$ cat config.mk
export PLATFORM = sky130hd
export DESIGN_NAME = mux4_rr_arbiter_flat
export DESIGN_NICKNAME = d
export VERILOG_FILES = /design/src/rtl/mux4_rr_arbiter_pkg.sv /design/src/rtl/mux4_rr_arbiter_if.sv /design/src/rtl/mux4_rr_arbiter_mux4to1_dw.sv /design/src/rtl/mux4_rr_arbiter.sv /design/src/flat_wrapper.sv
export SDC_FILE = /design/constraint.sdc
export NUM_CORES = 1
export LEC_CHECK = 0
export CORE_MARGIN = 2
export CORE_UTILIZATION = 37
export DETAILED_ROUTE_END_ITERATION = 6
export GPL_TIMING_DRIVEN = 0
export PLACE_DENSITY = 0.79
export SYNTH_ARGS = -nofsm -noshare
export SYNTH_HDL_FRONTEND = slang
export SYNTH_SLANG_ARGS = --single-unit
$ cat constraint.sdc
create_clock -name clk -period 2.3 [get_ports clk]
set_clock_uncertainty 0.05 [all_clocks]
set_input_delay 0.345 -clock clk [delete_from_list [all_inputs] [get_ports clk]]
set_output_delay 0.345 -clock clk [all_outputs]
set_load 0.05 [all_outputs]
$ cat src/rtl/mux4_rr_arbiter_pkg.sv
// mux4_rr_arbiter shared definitions.
// State encoding, requester count, pick result and counter width helper.
package mux4_rr_arbiter_pkg;

    localparam int NUM_REQ = 4;

    typedef enum logic {
        ST_IDLE = 1'b0,
        ST_BUSY = 1'b1
    } state_e;

    typedef struct packed {
        logic       hit;
        logic [1:0] idx;
    } pick_t;

    function automatic int hold_w(input int max_hold);
        return (max_hold > 1) ? $clog2(max_hold) : 1;
    endfunction

endpackage

$ cat src/rtl/mux4_rr_arbiter_if.sv
// mux4_rr_arbiter request/data/grant bundle.
// master drives requests and data; slave is the arbiter.
interface mux4_rr_arbiter_if #(
    parameter int DW = 8
);
    logic [3:0]    req;
    logic [DW-1:0] din0;
    logic [DW-1:0] din1;
    logic [DW-1:0] din2;
    logic [DW-1:0] din3;
    logic [3:0]    gnt;
    logic [1:0]    sel;
    logic          valid;
    logic [DW-1:0] dout;

    modport master (
        output req, din0, din1, din2, din3,
        input  gnt, sel, valid, dout
    );

    modport slave (
        input  req, din0, din1, din2, din3,
        output gnt, sel, valid, dout
    );
endinterface

$ cat src/rtl/mux4_rr_arbiter_mux4to1_dw.sv
// Plain DW-wide 4:1 combinational mux.
// Used as the shared datapath steered by the arbiter select.
module mux4to1_dw #(
    parameter int DW = 8
) (
    input  logic [DW-1:0] in0,
    input  logic [DW-1:0] in1,
    input  logic [DW-1:0] in2,
    input  logic [DW-1:0] in3,
    input  logic [1:0]    sel,
    output logic [DW-1:0] out
);

    // steer the selected input to the output
    always_comb begin
        out = in0;
        unique case (sel)
            2'd0: out = in0;
            2'd1: out = in1;
            2'd2: out = in2;
            2'd3: out = in3;
            default: out = in0;
        endcase
    end

endmodule

$ cat src/rtl/mux4_rr_arbiter.sv
// Round-robin arbiter with bounded tenure driving a shared 4:1 mux.
// Grant and select are registered; dout is gated by valid.
module mux4_rr_arbiter
    import mux4_rr_arbiter_pkg::*;
#(
    parameter int DW       = 8,
    parameter int MAX_HOLD = 4
) (
    input  logic             clk,
    input  logic             rst_n,
    mux4_rr_arbiter_if.slave bus
);

    localparam int HW = hold_w(MAX_HOLD);
    localparam logic [HW-1:0] HOLD_LAST = HW'(MAX_HOLD - 1);

    state_e        state_q, state_d;
    logic [3:0]    gnt_q,   gnt_d;
    logic [1:0]    sel_q,   sel_d;
    logic [1:0]    ptr_q,   ptr_d;
    logic [HW-1:0] hold_q,  hold_d;
    logic          rearb;
    pick_t         win;
    logic [DW-1:0] mux_out;
    logic          valid;

    function automatic pick_t rr_pick(
        input logic [3:0] r,
        input logic [1:0] p
    );
        pick_t      res;
        logic [1:0] c;
        res = '0;
        for (int k = NUM_REQ - 1; k >= 0; k--) begin
            c = p + 2'(k);
            if (r[c]) begin
                res.hit = 1'b1;
                res.idx = c;
            end
        end
        return res;
    endfunction

    // next-state: grant on idle, release, or tenure expiry
    always_comb begin
        state_d = state_q;
        gnt_d   = gnt_q;
        sel_d   = sel_q;
        ptr_d   = ptr_q;
        hold_d  = hold_q;
        rearb   = 1'b0;
        win     = rr_pick(bus.req, ptr_q);
        unique case (state_q)
            ST_IDLE: begin
                if (win.hit) rearb = 1'b1;
            end
            ST_BUSY: begin
                if (!bus.req[sel_q]) begin
                    if (win.hit) begin
                        rearb = 1'b1;
                    end else begin
                        gnt_d   = 4'b0000;
                        state_d = ST_IDLE;
                        hold_d  = '0;
                    end
                end else if (hold_q == HOLD_LAST) begin
                    rearb = 1'b1;
                end else begin
                    hold_d = hold_q + HW'(1);
                end
            end
            default: ;
        endcase
        if (rearb) begin
            gnt_d   = 4'b0001 << win.idx;
            sel_d   = win.idx;
            ptr_d   = win.idx + 2'd1;
            state_d = ST_BUSY;
            hold_d  = '0;
        end
    end

    // arbitration state registers
    always_ff @(posedge clk or negedge rst_n) begin
        if (!rst_n) begin
            state_q <= ST_IDLE;
            gnt_q   <= 4'b0000;
            sel_q   <= 2'd0;
            ptr_q   <= 2'd0;
            hold_q  <= '0;
        end else begin
            state_q <= state_d;
            gnt_q   <= gnt_d;
            sel_q   <= sel_d;
            ptr_q   <= ptr_d;
            hold_q  <= hold_d;
        end
    end

    mux4to1_dw #(
        .DW (DW)
    ) u_mux (
        .in0 (bus.din0),
        .in1 (bus.din1),
        .in2 (bus.din2),
        .in3 (bus.din3),
        .sel (sel_q),
        .out (mux_out)
    );

    assign valid     = |gnt_q;
    assign bus.gnt   = gnt_q;
    assign bus.sel   = sel_q;
    assign bus.valid = valid;
    assign bus.dout  = valid ? mux_out : '0;

endmodule

$ cat src/flat_wrapper.sv
// flat-port wrapper written by rule: the top's interface ports become plain ports
module mux4_rr_arbiter_flat import mux4_rr_arbiter_pkg::*;
#(
    parameter int DW       = 8,
    parameter int MAX_HOLD = 4
)
  (clk, rst_n, bus_req, bus_din0, bus_din1, bus_din2, bus_din3, bus_gnt, bus_sel, bus_valid, bus_dout);
  mux4_rr_arbiter_if #(.DW(DW)) bus_i ();
  input  logic clk;
  input  logic rst_n;
  input wire logic [$bits(bus_i.req)-1:0] bus_req;
  input wire logic [$bits(bus_i.din0)-1:0] bus_din0;
  input wire logic [$bits(bus_i.din1)-1:0] bus_din1;
  input wire logic [$bits(bus_i.din2)-1:0] bus_din2;
  input wire logic [$bits(bus_i.din3)-1:0] bus_din3;
  output wire logic [$bits(bus_i.gnt)-1:0] bus_gnt;
  output wire logic [$bits(bus_i.sel)-1:0] bus_sel;
  output wire logic [$bits(bus_i.valid)-1:0] bus_valid;
  output wire logic [$bits(bus_i.dout)-1:0] bus_dout;
  assign bus_i.req = bus_req;
  assign bus_i.din0 = bus_din0;
  assign bus_i.din1 = bus_din1;
  assign bus_i.din2 = bus_din2;
  assign bus_i.din3 = bus_din3;
  assign bus_gnt = bus_i.gnt;
  assign bus_sel = bus_i.sel;
  assign bus_valid = bus_i.valid;
  assign bus_dout = bus_i.dout;
  mux4_rr_arbiter #(.DW(DW), .MAX_HOLD(MAX_HOLD)) u_core (.clk(clk), .rst_n(rst_n), .bus(bus_i));
endmodule
* Word-level counts from Yosys, hierarchy flattened
Cells that the tools add are included.
Cells by class: add/sub/neg operators 5, bitwise gates (word level) 1, equality and inequality tests 8, $lt $le $gt $ge 5, reductions and logical operators 5, shifts and indexed selects 1, multiplexer cells 32
Operator list (number):
- $pmux W8 S4 | 1
- $mux W4 | 4
- $lt A2 B3 Y1 const B | 5
- $mux W3 | 4
- $mux W1 | 11
- $bmux W1 S2 | 5
- $mux W2 | 5
- $mux W8 | 1
- $add A2 B1 Y2 const B | 3
- $eq A2 B2 Y1 const B | 3
- $ne A3 B2 Y1 const B | 2
- $reduce_and A3 Y1 | 2
- $add A2 B2 Y2 const B | 2
- $ne A2 B1 Y1 const B | 2
- $reduce_or A4 Y1 | 1
- $shl A1 B2 Y4 const A | 1
- $eq A2 B1 Y1 const B | 1
- $logic_not A2 Y1 | 1
- $pmux W1 S2 | 1
- $reduce_bool A2 Y1 | 1
- $not A1 Y1 | 1
Storage, ports and cells: output and inout port bits 15, flip-flop bits (word level) 11, word-level logic and storage cells 62, bits of input ports 38

* Longest topological paths before layout
depth in word-level cells 12, depth in mapped cells 6, gate-level depth less buffers 6

* Hierarchy
A second synthesis with hierarchy kept.
Unflattened totals: cell total of the unflattened synthesis 82, area total of the unflattened synthesis 925.9 um2
Modules (own cells, without submodules):
- mux4_rr_arbiter | times used 1, cells an instance 72, seq. area each 275.3 um2, area each 729.4 um2
- mux4to1_dw | times used 1, cells an instance 10, seq. area each 0.0 um2, area each 196.4 um2

* Least setup slack after synthesis
Ideal clock, no wire load.
path kind reg2out, start point register u_core.sel_q[0], in the netlist u_core.bus.sel[0], end point output port bus_dout[0], cell stages (with the launch flop) 4, buffers on the path 1, arrival 1.881 ns, required time 1.905 ns, path slack 0.024 ns, path through dfrtp_1 buf_4 mux4_2 nor2b_1
On the way: word-level cells in the longest chain between the ends 3, elaborated cells on any way between the ends 6, those cells by class 3 x eq/ne; 2 x mux; 1 x reduce/logical
RTL lines:
- start, declared | line mux4_rr_arbiter.sv:19 | logic [1:0] sel_q, sel_d;
- start signal, assigned | line mux4_rr_arbiter.sv:94 | sel_q <= sel_d;
- $eq A2 B2 Y1, or another cell as far along | line mux4_rr_arbiter_mux4to1_dw.sv:17 | unique case (sel)
- $pmux W8 S4 (*) | line mux4_rr_arbiter_mux4to1_dw.sv:17
- $mux W8 (*) | line mux4_rr_arbiter.sv:115 | assign bus.dout = valid ? mux_out : '0;
- end, declared | line flat_wrapper.sv:19 | output wire logic [$bits(bus_i.dout)-1:0] bus_dout;
Every way passes the cells marked *; elsewhere a longest branch is shown, timed or not.

* Worst setup path after layout
start point register u_core.sel_q[0], in the netlist u_core.bus.sel[0], end point output port bus_dout[2]
The elaborated chain is that of the path after synthesis.

==> run metrics <==
Top Family by Delay on Critical Path multiplexers; first-pass GRT wire length 3460 um; grt met1 use 20.6%; CP max stage cell mux4_2; synthesized flop and latch total 11; hold slack 0.349 ns; buffers and inverters on the worst path 2; slew at the pin closest to its max-slew limit 0.525 ns; clk buf depth 2; critical path capture point type primary output; Combinational Power Share 76.6%; Num CTS Buffers 3; Die Wd 53.0 um; die area 2810 sq um; r2r startpoint u_core.hold_q[0]; Area Growth Syn to Fin 62.6%; CTS tree done; fmax 459 MHz; Post-synth EDFFs 0; Worst Path Required 1.90 ns; post-synth top area cell dfrtp_1; vias per cell 5.10; DPL Wire Length 1890 um; H-tree depth 1; Crit Path Category reg -> out; Syn. warnings 0; WL/cell 14.8 um; Final Slew Violations 0; Final #Nets 172; Die Span Y 53.0 um; Yosys top cell area share 31.0%; Finished Layout Cells 156; Worst Path Max Fanout 10; r2r setup slk 0.44 ns; CP startpoint kind flop; port buffer count 52; Area contributors post-synth dfrtp_1 31%, mux4_2 20%, ha_1 7.1%, mux2_4 6.8%, nor2b_1 5.6%; critical path arrival 1.78 ns; DP Cell Count 152; GRT Util Overall 16.7%; CP Cell Sequence buf_4 -> mux4_2 -> nor2b_1 -> buf_2; Post-Syn Area 887 sq um; sequential share of the synthesized area 31.0%; Synth Flop Type dfrtp_1; clock power share 6.3%; max_cap viols 0; worst r2r dst u_core.ptr_q[0]; worst min-delay path class in -> async; Pwr Density 1410 nW/um^2; CP max stage delay 0.51 ns; crit path to bus_dout[2]; unrepaired setup endpoints after global routing false; Slew headroom 64.8%; hold violation total from the final report 0; io pins 53; grt ovf 0; # setup viols final 0; fin crit period 2.18 ns; Power Total 2.04 mW; Leak 0.637 nW; most common cell in the netlist dfrtp_1; Setup TNS 0 ns; Critical path origin u_core.bus.sel[0]; Worst-Skew Late Latency 0.27 ns; Top Usage Layer GRT met2; Synth Instances 72; syn nets 115; initial DRC count 5; Levels on crit path 4; Switching Share 51.8%; via count 795; Mapped Avg Cell Area 12.3 sq um; FP Rows 17; Max VDD drop 839 uV; M2 GR Usage 29.2%; sequential power share 17.1%; RePlAce Congestion 0.759; diode count 0; antenna violations before repair 0; clk sink count 11; # DRC 0; GR Layer Usage met3 3.11%; path depth of the worst reg2reg path 6; Int Pwr 0.983 mW; Starting Density 39.7%; Final Cycle Share 94.7%; core footprint 2230 sq um; count of TritonRoute iterations in the first routing pass 2; asr flop ratio synth 100%; Clock Pin Slew Worst Setup and Hold Paths 0.07 ns; final wirelength 2300 um; share of cells above drive strength 1 28.1%; largest net degree at the start of global routing 12; vias in the first global route 772; unique cell type count in the Yosys netlist 28; CTS root buffer clkbuf_4; run status complete, no violations; Switching Power 1.05 mW; leading cell types by count after synthesis 11 x dfrtp_1, 8 x mux4_2, 8 x nor2b_1; post-route ant nets 0
-- worst min path at each step --
stage / end / depth (start not counted) / slack (ns)
final: u_core.ptr_q[0] / 1 / 0.35
after global routing: u_core.state_q / 1 / 0.41
after CTS: u_core.ptr_q[0] / 1 / 0.38
after detailed placement: u_core.hold_q[1] / 1 / 0.46
after global placement: u_core.hold_q[1] / 1 / 0.44
after floorplan: u_core.bus.gnt[0] / 0 / -0.0006
-- power groups by stage --
stage | Sequential [mW] | Combinational [mW] | Clock [mW]
after floorplan | 0.474 | 1.06 | 0
after global placement | 0.337 | 1.64 | 0
after detailed placement | 0.341 | 1.66 | 0
after CTS | 0.351 | 1.59 | 0.130
after global routing | 0.360 | 1.66 | 0.139
final | 0.348 | 1.56 | 0.129
-- layout make-up --
cell class	instances	area (sq um)
Tap cell	28	35.0
Timing Repair Buffer	52	479
Buffer	3	23.8
Clock buffer	4	26.3
Inverter	6	22.5
Fill cell	189	791
Sequential cell	11	275
Multi-Input combinational cell	52	581
-- per-stage QoR --
| stage | setup slack, ns | util [%] | area, sq um |
|---|---|---|---|
| finish | 0.122 | 64.6 | 1440 |
| global route | 0.0107 | 64.6 | 1440 |
| detailed placement | -0.433 | 64.6 | 1440 |
| floorplan | 0.0239 | - | 887 |
| CTS | -0.0200 | 64.9 | 1450 |
| global placement | -0.467 | 64.6 | 1440 |
-- cells in the final DEF, fill, tap and decap left out, types with 2 or more instances in the layout --
cell	n
clkdlybuf4s50_1	43
dfrtp_1	11
buf_2	9
mux4_2	8
nor2b_1	8
inv_1	6
ha_1	5
mux2_4	4
a22o_2	4
a21oi_1	3
nor2_1	3
clkbuf_4	3
mux2i_1	2
-- repair_timing --
item                                    CTS  global route
hold buffers                              0             0
endpoints found under the setup margin    9             1
resized for setup                        41             2
setup buffers                             0             0
-- cell families after synthesis --
logic type / after synthesis / synth area share, %
AO/OA/AOI/OAI: 11 / 10.2
multiplexers: 15 / 30.6
AND/OR/NAND/NOR: 21 / 15.9
adder cells (fa/ha/maj): 5 / 7.05
flip-flops: 11 / 31.0
buffers and inverters: 9 / 5.22
-- per-layer routing --
metal / share of wire, % / vias to the layer above / routed length (um)
li1: - / 383 / -
met2: 46 / 47 / 1060
met4: 0.35 / 0 / 8
met1: 39 / 363 / 906
met5: 0 / - / 0
met3: 14 / 2 / 330
-- registers in the layout, indices dropped and copies added, names as in the netlist --
name            count
u_core.ptr_q        2
u_core.state_q      1
u_core.bus.gnt      4
u_core.hold_q       2
u_core.bus.sel      2
No activity file was read; power rests on OpenSTA's default activity.
